[src/rtl/channel_mod_counter.sv]
// Multi-channel modulo-MOD_VALUE up/down counters with terminal-count pulse and sticky wrap flags.
// Optional count snapshot enabled by defining CHANNEL_MOD_COUNTER_SNAPSHOT_EN.
module channel_mod_counter #(
   parameter int WIDTH     = 4,
   parameter int NUM_CH    = 2,
   parameter int MOD_VALUE = 10
) (
   input  logic                      clk,
   input  logic                      rst,
   input  logic [NUM_CH-1:0]         en,
   input  logic [NUM_CH-1:0]         dir,
   input  logic [NUM_CH-1:0]         load,
   input  logic [NUM_CH*WIDTH-1:0]   load_val,
   input  logic                      clr_sticky,
   input  logic                      snap_req,
   output logic [NUM_CH*WIDTH-1:0]   count_out,
   output logic [NUM_CH-1:0]         tc,
   output logic [NUM_CH-1:0]         wrap_sticky,
   output logic [NUM_CH*WIDTH-1:0]   snap_out,
   output logic                      snap_valid
);

   // Top count value; fits WIDTH bits even when MOD_VALUE == 2**WIDTH.
   localparam logic [WIDTH-1:0] CNT_MAX = WIDTH'(MOD_VALUE - 1);

   logic [NUM_CH-1:0][WIDTH-1:0] load_val_ch;
   logic [NUM_CH-1:0][WIDTH-1:0] cnt_q, cnt_d;
   logic [NUM_CH-1:0]            tc_q, tc_d;
   logic [NUM_CH-1:0]            sticky_q, sticky_d;

   assign load_val_ch = load_val;

   always_comb begin
      cnt_d    = cnt_q;
      tc_d     = '0;
      sticky_d = sticky_q & ~{NUM_CH{clr_sticky}};
      for (int i = 0; i < NUM_CH; i++) begin
         if (load[i]) begin
            cnt_d[i] = (load_val_ch[i] > CNT_MAX) ? CNT_MAX : load_val_ch[i];
         end else if (en[i]) begin
            if (dir[i]) begin
               if (cnt_q[i] == CNT_MAX) begin
                  cnt_d[i] = '0;
                  tc_d[i]  = 1'b1;
               end else begin
                  cnt_d[i] = cnt_q[i] + WIDTH'(1);
               end
            end else begin
               if (cnt_q[i] == '0) begin
                  cnt_d[i] = CNT_MAX;
                  tc_d[i]  = 1'b1;
               end else begin
                  cnt_d[i] = cnt_q[i] - WIDTH'(1);
               end
            end
         end
      end
      // A wrap in the same cycle as a clear wins, so the flag is OR-ed in last.
      sticky_d = sticky_d | tc_d;
      if (!rst) begin
         cnt_d    = '0;
         tc_d     = '0;
         sticky_d = '0;
      end
   end

   always_ff @(posedge clk) begin
      cnt_q    <= cnt_d;
      tc_q     <= tc_d;
      sticky_q <= sticky_d;
   end

   assign count_out   = cnt_q;
   assign tc          = tc_q;
   assign wrap_sticky = sticky_q;

`ifdef CHANNEL_MOD_COUNTER_SNAPSHOT_EN
   logic [NUM_CH*WIDTH-1:0] snap_q, snap_d;
   logic                    snap_vld_q, snap_vld_d;

   always_comb begin
      snap_d     = snap_req ? cnt_q : snap_q;
      snap_vld_d = snap_req;
      if (!rst) begin
         snap_d     = '0;
         snap_vld_d = 1'b0;
      end
   end

   always_ff @(posedge clk) begin
      snap_q     <= snap_d;
      snap_vld_q <= snap_vld_d;
   end

   assign snap_out   = snap_q;
   assign snap_valid = snap_vld_q;
`else
   logic snap_req_unused;
   assign snap_req_unused = snap_req;
   assign snap_out        = '0;
   assign snap_valid      = 1'b0;
`endif

endmodule

[config.mk]
export PLATFORM = sky130hd
export DESIGN_NAME = channel_mod_counter
export DESIGN_NICKNAME = d
export VERILOG_FILES = /design/src/rtl/channel_mod_counter.sv
export SDC_FILE = /design/constraint.sdc
export NUM_CORES = 1
export LEC_CHECK = 0
export ABC_AREA = 1
export CAP_MARGIN = 20
export CORE_MARGIN = 5
export CORE_UTILIZATION = 44
export CTS_CLUSTER_DIAMETER = 60
export DETAILED_ROUTE_END_ITERATION = 8
export PLACE_DENSITY = 0.92
export SLEW_MARGIN = 20
export SYNTH_ARGS = -nofsm -noshare
export SYNTH_HDL_FRONTEND = slang
export SYNTH_SLANG_ARGS = --single-unit
[constraint.sdc]
create_clock -name clk -period 2.3 [get_ports clk]
set_clock_uncertainty 0.1 [all_clocks]
set_input_delay 0.23 -clock clk [delete_from_list [all_inputs] [get_ports clk]]
set_output_delay 0.23 -clock clk [all_outputs]
set_load 0.01 [all_outputs]
==> results of run 1 <==
## metrics by stage
step / instances / util (%) / total power [mW] / cell area, µm² / hold WS (ps)
finish: 202 / 61.5 / 0.590 / 1190 / 366
global route: 202 / 61.5 / 0.629 / 1190 / 410
CTS: 202 / 61.5 / 0.589 / 1190 / 369
detailed placement: 198 / 59.7 / 0.425 / 1160 / 358
global placement: 198 / 59.7 / 0.416 / 1160 / 354
floorplan: 152 / - / 0.354 / 912 / 240
## cells by family after synthesis
group | count (synthesis)
buffers and inverters | 30
other | 1
XOR/XNOR | 1
AO/OA/AOI/OAI | 36
flip-flops | 12
AND/OR/NAND/NOR | 64
## cells in the mapped netlist (all sizes together)
library cell / instances / share of area (%)
inv: 21 / 8.9
a31oi: 5 / 3.5
o21bai: 1 / 0.85
o21ai: 16 / 9.1
a21oi: 12 / 8.5
nand2: 39 / 17
conb: 1 / 0.43
nor2: 17 / 9.2
o211ai: 2 / 1.7
nand3: 7 / 4.0
buf: 9 / 7.7
xor2: 1 / 0.99
nand4: 1 / 0.71
dfxtp: 12 / 27
## area by class of cell
| cell class | count | area, µm² | area share, % |
|---|---|---|---|
| clock buffers | 4 | 36.3 | 3.04 |
| inverters | 21 | 78.8 | 6.60 |
| multi-input cells | 110 | 526 | 44.0 |
| flip-flops and latches | 12 | 240 | 20.1 |
| well taps | 27 | 33.8 | 2.83 |
| repair buffers | 28 | 280 | 23.5 |
## worst register-to-register path: cells and delay by family, from the launching register on
kind | cells | cell delay, ps
AND/OR/NAND/NOR | 5 | 430
buffers and inverters | 1 | 120
AO/OA/AOI/OAI | 1 | 140
flip-flops | 1 | 410
## routing by layer
metal | routed length [µm] | global-route usage (%)
met1 | 868 | 17.5
met2 | 1150 | 32.1
met3 | 183 | 5.45
met4 | 27 | 4.56
met5 | 0 | 0
## sequential cells by signal (all words and copies together), names as in the netlist
register and count:
count_out 8, tc 2, wrap_sticky 2
## where the power goes
part	internal (mW)	switching [mW]	total, mW
Sequential	0.221	0.0227	0.244
Combinational	0.0835	0.0958	0.179
Clock	0.0963	0.0703	0.167
Total	0.401	0.189	0.590
## path summary, 6_finish.rpt
| path | from | endpoint | slack (ps) | depth (start not counted) |
|---|---|---|---|---|
| setup / recovery | count_out[4] | count_out[4] | 550 | 1 |
| hold / removal | wrap_sticky[1] | wrap_sticky[1] | 370 | 2 |
| setup reg to reg | count_out[3] | count_out[3] | 990 | 7 |
| hold reg to reg | wrap_sticky[1] | wrap_sticky[1] | 370 | 2 |
==> reports/results.env, run 1 <==
STATUS='completed'
GLOBAL_ROUTE.USAGE.TOTAL_PCT=16.9
SYNTH_TOP_FAMILY_BY_AREA='simple AND/OR/NAND/NOR gates'
WORSTPATHBUFFERINVERTERCOUNT=1
FINAL_NET_COUNT=194
ROUTABILITYCONGESTION=0.851
YOSYS.AREA_SHARE.XOR_XNOR_PCT=0.993
FINAL_REPORT_HOLD_VIOLATION_COUNT=0
DRT_FIRST_PASS_ITERS=4
MAX-VDD-IR-DROP_mV=0.411
SETUP.WORST_PATH.END_CLASS='primary output'
DIE_WIDTH_UM=54.8
YS_SEQ_ELEMENTS=12
FIRST_GLOBAL_VIAS=974
FINAL_MAX_SLEW_VIOL_COUNT=0
LAYOUT_SETUP_WS_PS=545
DRC=0
ROUTE.VIAS.TOTAL=1017
FINAL_COMMON_CELL='sky130_fd_sc_hd__nand2_1'
MUXSHAREOFSYNTHAREA_PCT=0
ROW_COUNT=16
POST_CTS.RESIZED_INSTANCES=0
TIMING.CRITICAL_PATH.MAX_DELAY_FAMILY='buffers and inverters'
SYNTH.YOSYS.SEQ_AREA_SHARE_PCT=27.2
TRITONCTS='built'
SYN_TO_FINAL_GROWTH_PCT=35.5
LAYOUT.FILLER_CELLS=184
GRT_ANTENNA_BEFORE_REPAIR=0
SETUP_VIOLATIONS=0
MAX_CAP_VIOLATIONS=0
FINALCRITICALPERIOD_PS=1750
DIE_AREA_UM2=3000
CLOCK_TREE.HTREE_LEVEL_COUNT=1
WORSTSETUPPATHTYPE='reg -> out'
TRITONCTS_NUM_SINKS=12
DIE_H_UM=54.8
FIN_SETUP_TNS_PS=0
CRITICAL_PATH_PEAK_FANOUT=8
SYNTH-ADDER-AREA-SHARE_PCT=0
DETAILEDPLACEMENTHPWL_MM=1.77
PORTION_OF_THE_CLOCK_CYCLE_CONSUMED_BY_THE_WORST_PATH_IN_THE_FINAL_LAYOUT_PCT=76.3
PORT-BUFFER-COUNT=28
SYNTH.DISTINCT_CELLS=20
WORSTPATHREQUIRED_PS=1970
PWR_DENSITY_CELL_nW_PER_UM2=494
GLOBALROUTEOVERFLOWTOTAL=0
SYNTH_COMPOUND_AREA_SHARE_PCT=23.7
CORE_REGION_AREA_UM2=1940
LARGEST_INCREMENTAL_DELAY_ON_THE_CRITICAL_PATH_PS=610
MIN_PATH_TYPE='reg -> reg'
VIASPERCELL=5.03
ANTENNADIODECOUNT=0
POST_DRT_WL_PER_CELL_UM=11.1
DRT-TOTAL-WL_MM=2.23
P_LEAK_nW=0.554
POSTCTSSETUPBUFFERS=0
POSTROUTEANTENNANETS=0
AVGSYNTHCELLAREA_UM2=6.13
SYNTH_SIMPLE_GATE_AREA_SHARE_PCT=31.1
DRT_ITER0_DRC=19
CTS-ROOT-TO-SINK-BUFFERS=2
SYN_AREA_UM2=882
CTS_INSERTED_BUFFERS=3
INSERTION_DELAY_PS=270
FINAL_CELL_MIX='sky130_fd_sc_hd__nand2_1, sky130_fd_sc_hd__clkdlybuf4s50_1, sky130_fd_sc_hd__inv_1'
PLACE_WS_PS=661
ROOT_BUFFER='sky130_fd_sc_hd__clkbuf_4'
CTS.REPORTEDPATHS.CLKPINSLEW_PS=70
WORST_PATH_MAX_DELAY_CELL='sky130_fd_sc_hd__clkdlybuf4s50_1'
MAXCLOCKFREQUENCY_GHz=0.570
INITIAL_CORE_UTIL_PCT=45.4
TIMING.CRITICAL_PATH.FROM_TYPE='flip-flop'
POSTCTSHOLDBUFS=0
YOSYSWARNINGS=0
ARRIVAL_PS=1420
GLOBAL_ROUTE_WIRE_LENGTH_BEFORE_REPAIR_MM=3.74
NUM_IO_PINS=39
RSZ0062_AT_GRT='false'
PATH_CELLS='clkdlybuf4s50_1'
GRT_MAX_DEGREE=10
FINAL_LAYOUT_SIZE_SUFFIX_GT1_SHARE_PCT=9.71
SYNTHCELLS=144
(Power assumes the default switching activity.)
==> inputs of run 2 (changes only) <==
- CORE_UTILIZATION: 44 -> 37
- PLACE_DENSITY: 0.92 -> 0.83
- clock period: 2.3 -> 1.4 ns (I/O delays scaled with it)
==> run 2 against run 1 <==
Net effect: sequential power is 61% higher; setup slack worse by 500 ps; clock power is 68% higher; non-clock buffer count is 8 higher; largest power group unchanged; cell count is 4.5% higher; count of clock-buffer cells in the layout stayed put; utilization is 5.8 points lower; critical path depth stayed put; global-route usage is 2.5 points lower; register-to-register slack worse by 880 ps.
==> reports/results.env, run 2 (synthesized netlist as in run 1, its figures left out) <==
CLOCKPOWERSHARE_PCT=28.3  # about the same
POSTROUTEANTENNANETS=0  # unchanged
SETUP.WORST_PATH.END_CLASS='primary output'
FINAL_LAYOUT_SIZE_SUFFIX_GT1_SHARE_PCT=16.4  # +6.7 points
DRC=0  # unchanged
PWR_DENSITY_CELL_nW_PER_UM2=787  # +59%
CLOCK_TREE.HTREE_LEVEL_COUNT=1  # unchanged
DRT_ITER0_DRC=22  # +3
LARGEST_INCREMENTAL_DELAY_ON_THE_CRITICAL_PATH_PS=520  # -90 ps
TIMING.CRITICAL_PATH.MAX_DELAY_FAMILY='buffers and inverters'
FINAL_NET_COUNT=202  # +4.1%
FIRST_GLOBAL_VIAS=996  # +2.3%
GRT_MAX_DEGREE=9  # -1
CTS-ROOT-TO-SINK-BUFFERS=2  # unchanged
P_SW_uW=321  # +70%
ROOT_BUFFER='sky130_fd_sc_hd__clkbuf_4'
MAX-VDD-IR-DROP_mV=0.494  # +20%
TRITONCTS_NUM_SINKS=12  # unchanged
SWITCHING_SHARE_PCT=32.5  # +0.47 points
LARGEST_REGISTER_FF_COUNT=8  # unchanged
WORSTPATHBUFFERINVERTERCOUNT=1  # unchanged
LAYOUT_SETUP_WS_PS=45.6  # -500 ps
INSERTION_DELAY_PS=280  # about the same
DETAILEDPLACEMENTHPWL_MM=1.93  # +9.3%
FINALCRITICALPERIOD_PS=1350
POWER.SEQUENTIAL.FRACTION_PCT=39.8  # -1.6 points
PORTION_OF_THE_CLOCK_CYCLE_CONSUMED_BY_THE_WORST_PATH_IN_THE_FINAL_LAYOUT_PCT=96.7
POST_DRT_WL_PER_CELL_UM=11.3  # +2.5%
ANTENNADIODECOUNT=0  # unchanged
MAX_CAP_VIOLATIONS=0  # unchanged
POSTCTSHOLDBUFS=0  # unchanged
ARRIVAL_PS=1110  # -310 ps
DRT-TOTAL-WL_MM=2.39  # +7.1%
WORSTSETUPPATHTYPE='reg -> out'
DRT_FIRST_PASS_ITERS=4  # unchanged
CRITICAL_PATH_PEAK_FANOUT=1  # -7
ROW_COUNT=17  # +1
DIE_H_UM=58.8  # +7.4%
WORSTPATHREQUIRED_PS=1160  # -810 ps
FINAL_CELL_MIX='sky130_fd_sc_hd__nand2_1, sky130_fd_sc_hd__inv_1, sky130_fd_sc_hd__clkdlybuf4s50_1'
GLOBAL_ROUTE.USAGE.TOTAL_PCT=14.5  # -2.5 points
CTS_INSERTED_BUFFERS=3  # unchanged
CTS.REPORTEDPATHS.CLKPINSLEW_PS=80  # about the same
FINAL_COMMON_CELL='sky130_fd_sc_hd__nand2_1'
FINAL_MAX_SLEW_VIOL_COUNT=0  # unchanged
MIN_PATH_TYPE='reg -> reg'
PLACE_WS_PS=-25.7  # -687 ps
DESIGN_POWER_TOTAL_uW=989  # +68%
SYN_TO_FINAL_GROWTH_PCT=42.6
MAXCLOCKFREQUENCY_GHz=0.738
FINAL_REPORT_HOLD_VIOLATION_COUNT=0  # unchanged
PORT-BUFFER-COUNT=28  # unchanged
INITIAL_CORE_UTIL_PCT=39.1  # -6.3 points
POWER.COMBINATIONAL.FRACTION_PCT=32.0  # +1.6 points
TIMING.CRITICAL_PATH.FROM_TYPE='flip-flop'
RSZ0062_AT_GRT='false'
WORST_PATH_MAX_DELAY_CELL='sky130_fd_sc_hd__clkdlybuf4s50_1'
ROUTE.VIAS.TOTAL=1049  # +3.1%
NUM_IO_PINS=39  # unchanged
SETUP_VIOLATIONS=0  # unchanged
FIN_WORST_HOLD_SLACK_PS=372  # +6.23 ps
STATUS='completed'
DIE_WIDTH_UM=58.8  # +7.4%
PATH_CELLS='clkdlybuf4s50_1'
LAYOUT.FILLER_CELLS=236  # +28%
GLOBALROUTEOVERFLOWTOTAL=0  # unchanged
CORE_REGION_AREA_UM2=2250  # +16%
GRT_ANTENNA_BEFORE_REPAIR=0  # unchanged
CELLINTERNALPOWER_uW=668  # +67%
VIASPERCELL=4.97  # -1.3%
DIE_AREA_UM2=3460  # +15%
P_LEAK_nW=0.657  # +19%
ROUTABILITYCONGESTION=0.915  # +7.5%
GLOBAL_ROUTE_WIRE_LENGTH_BEFORE_REPAIR_MM=3.97  # +6.3%
TRITONCTS='built'
-- run 2: timing repair --
action                                  4_1_cts  5_1_grt
endpoints found under the setup margin        8        3
pin swaps                                     0        1
buffers inserted                              0        1
resized for setup                            13        3
-- run 2: cell type report --
class | instances | area [µm²] | share of cell area (%)
clock buffers | 4 | 36.3 | 2.89
multi-input cells | 110 | 526 | 41.8
inverters | 21 | 78.8 | 6.27
flip-flops and latches | 12 | 246 | 19.6
well taps | 28 | 35.0 | 2.79
repair buffers | 36 | 335 | 26.7
-- run 2: worst paths after layout --
kind	start	endpoint	slack (ps)	depth (start not counted)
max	tc[0]	tc[0]	50	1
min reg2reg	wrap_sticky[1]	wrap_sticky[1]	370	2
max reg2reg	count_out[5]	count_out[6]	110	7
min	wrap_sticky[1]	wrap_sticky[1]	370	2
-- run 2: metrics by stage --
stage,std cells,instance area (µm²),TNS [ps],utilization [%]
6_report,211,1260,0,55.8
3_3_place_gp,206,1210,0,53.8
3_5_place_dp,206,1210,-48.3,53.8
5_1_grt,211,1260,0,55.8
4_1_cts,210,1240,0,55.2
2_1_floorplan,152,912,0,-
-- run 2: power by group through the flow --
stage / combinational, mW / clock (mW) / sequential (mW)
2_1_floorplan: 0.171 / 0 / 0.411
3_3_place_gp: 0.307 / 0 / 0.398
3_5_place_dp: 0.320 / 0 / 0.399
4_1_cts: 0.309 / 0.287 / 0.393
5_1_grt: 0.352 / 0.297 / 0.398
6_report: 0.316 / 0.280 / 0.393
-- run 2: per-layer routing --
metal,vias up,routed length [µm],global-route usage [%]
met1,471,945,15.8
met4,0,45,7.12
li1,524,-,-
met5,-,0,0
met2,48,1220,25.9
met3,6,185,3.51
==> inputs of run 3 (changes only) <==
- CORE_UTILIZATION: 37 -> 30
- PLACE_DENSITY: 0.83 -> 0.71
- SLEW_MARGIN: 20 -> 40
==> run 3 against run 2 <==
Net effect: worst hold slack worse by 5.4 ps; cell count is 1.4% higher; die area is 19% higher; sequential power is 1% higher; total power is 1.3% lower; critical path depth stayed put; combinational power is 3% lower.
==> reports/results.env, run 3 (synthesized netlist as in run 1, its figures left out) <==
DRT_ITER0_DRC=35  # +59%
CTS-ROOT-TO-SINK-BUFFERS=2  # unchanged
FINAL_CELL_MIX='sky130_fd_sc_hd__nand2_1, sky130_fd_sc_hd__inv_1, sky130_fd_sc_hd__clkdlybuf4s50_1'
ANTENNADIODECOUNT=0  # unchanged
FIN_WORST_HOLD_SLACK_PS=367  # -5.38 ps
TRITONCTS_NUM_SINKS=12  # unchanged
TRITONCTS='built'
ROUTABILITYCONGESTION=0.892  # -2.5%
WORSTPATHBUFFERINVERTERCOUNT=1  # unchanged
TIMING.CRITICAL_PATH.MAX_DELAY_FAMILY='buffers and inverters'
FINAL_LAYOUT_SIZE_SUFFIX_GT1_SHARE_PCT=18.0  # +1.6 points
LARGEST_REGISTER_FF_COUNT=8  # unchanged
PATH_CELLS='clkdlybuf4s50_1'
DRT-TOTAL-WL_MM=2.17  # -9.4%
LARGEST_INCREMENTAL_DELAY_ON_THE_CRITICAL_PATH_PS=520  # about the same
ROOT_BUFFER='sky130_fd_sc_hd__clkbuf_4'
GRT_ANTENNA_BEFORE_REPAIR=0  # unchanged
SETUP_VIOLATIONS=0  # unchanged
DESIGN_POWER_TOTAL_uW=976  # -1.3%
POWER.COMBINATIONAL.FRACTION_PCT=31.2  # -0.8 points
SETUP.WORST_PATH.END_CLASS='primary output'
PORT-BUFFER-COUNT=28  # unchanged
SYN_TO_FINAL_GROWTH_PCT=43.8
POST_DRT_WL_PER_CELL_UM=10.1  # -11%
PWR_DENSITY_CELL_nW_PER_UM2=770  # -2.2%
MIN_PATH_TYPE='reg -> reg'
CTS_INSERTED_BUFFERS=3  # unchanged
GRT_MAX_DEGREE=9  # unchanged
SWITCHING_SHARE_PCT=31.6  # -0.87 points
VIASPERCELL=4.54  # -8.7%
MAX-VDD-IR-DROP_mV=0.541  # +9.6%
POSTROUTEANTENNANETS=0  # unchanged
MAXCLOCKFREQUENCY_GHz=0.747  # +1.2%
HIGHEST_LAYER='met3'
CTS.REPORTEDPATHS.CLKPINSLEW_PS=70  # about the same
INSERTION_DELAY_PS=280  # about the same
DRC=0  # unchanged
WORST_PATH_MAX_DELAY_CELL='sky130_fd_sc_hd__clkdlybuf4s50_1'
PLACE_WS_PS=-10.3  # +15.4 ps
POSTCTSHOLDBUFS=0  # unchanged
FINAL_REPORT_HOLD_VIOLATION_COUNT=0  # unchanged
DETAIL_ROUTE.WIRELENGTH.MET1_MM=1.02  # +7.5%
CORE_REGION_AREA_UM2=2780  # +23%
PORTION_OF_THE_CLOCK_CYCLE_CONSUMED_BY_THE_WORST_PATH_IN_THE_FINAL_LAYOUT_PCT=95.6  # -1.2 points
LAYOUT.FILLER_CELLS=294  # +25%
WORSTPATHREQUIRED_PS=1160  # about the same
CELLINTERNALPOWER_uW=668  # about the same
DETAILEDPLACEMENTHPWL_MM=1.80  # -6.6%
LAYOUT_SETUP_WS_PS=61.7  # +16.1 ps
POWER.SEQUENTIAL.FRACTION_PCT=40.7  # +0.9 points
GLOBAL_ROUTE_WIRE_LENGTH_BEFORE_REPAIR_MM=3.58  # -9.9%
DRT_FIRST_PASS_ITERS=4  # unchanged
P_SW_uW=309  # -4.0%
ROUTE.VIAS.TOTAL=971  # -7.4%
FINAL_COMMON_CELL='sky130_fd_sc_hd__nand2_1'
RSZ0062_AT_GRT='false'
NUM_IO_PINS=39  # unchanged
FINAL_MAX_SLEW_VIOL_COUNT=0  # unchanged
DIE_WIDTH_UM=64.2  # +9.2%
WORSTSETUPPATHTYPE='reg -> out'
DIE_AREA_UM2=4120  # +19%
FIN_CELLS=214  # +1.4%
ARRIVAL_PS=1100  # about the same
MET3_LENGTH_UM=153  # -17%
MET2ROUTEDLENGTH_UM=998  # -18%
GLOBAL_ROUTE.USAGE.TOTAL_PCT=10.6  # -3.9 points
ROW_COUNT=19  # +2
INITIAL_CORE_UTIL_PCT=31.7  # -7.4 points
P_LEAK_nW=0.661  # +0.58%
STATUS='completed'
FINAL_NET_COUNT=202  # unchanged
FIN_SETUP_TNS_PS=0  # unchanged
CLOCKPOWERSHARE_PCT=28.0  # -0.3 points
CLOCK_TREE.HTREE_LEVEL_COUNT=1  # unchanged
GLOBALROUTEOVERFLOWTOTAL=0  # unchanged
CRITICAL_PATH_PEAK_FANOUT=1  # unchanged
DIE_H_UM=64.2  # +9.2%
FIRST_GLOBAL_VIAS=882  # -11%
TIMING.CRITICAL_PATH.FROM_TYPE='flip-flop'
DP.CELLS=210  # +1.9%
FINALCRITICALPERIOD_PS=1340  # -16.1 ps
MAX_CAP_VIOLATIONS=0  # unchanged
## run 3: layer usage
metal,track usage (%),vias up
met2,18.0,29
met5,0,-
met1,12.8,415
met3,3.33,0
li1,-,527
met4,3.05,0
## run 3: through the flow
stage	utilization [%]	area, µm²
2_1_floorplan	-	912
3_3_place_gp	44.0	1220
3_5_place_dp	44.0	1220
4_1_cts	45.3	1260
5_1_grt	45.6	1270
6_report	45.6	1270
## run 3: area by class of cell
type	count	area, µm²	share of cell area (%)
sequential	12	249	19.6
multi-input combinational	110	531	41.8
tap	31	38.8	3.06
clock buffer	4	36.3	2.86
inverter	21	78.8	6.21
timing repair buffer	36	335	26.4
## run 3: final timing paths
| check | to | cells past startpoint | from | slack, ps |
|---|---|---|---|---|
| setup / recovery | tc[0] | 1 | tc[0] | 60 |
| hold / removal | wrap_sticky[1] | 2 | wrap_sticky[1] | 370 |
| setup reg to reg | count_out[7] | 8 | count_out[4] | 130 |
| hold reg to reg | wrap_sticky[1] | 2 | wrap_sticky[1] | 370 |
## run 3: power by group through the flow
stage                     sequential, mW  clock [mW]  combinational [mW]
after floorplan                    0.411           0               0.171
after global placement             0.402           0               0.312
after global routing               0.402       0.290               0.345
final                              0.398       0.274               0.305
after CTS                          0.398       0.283               0.303
after detailed placement           0.403           0               0.314
## run 3: timing repair
action	CTS	global route
pin swaps	0	0
buffers inserted	0	0
endpoints found under the setup margin	8	3
gates resized for setup	15	3
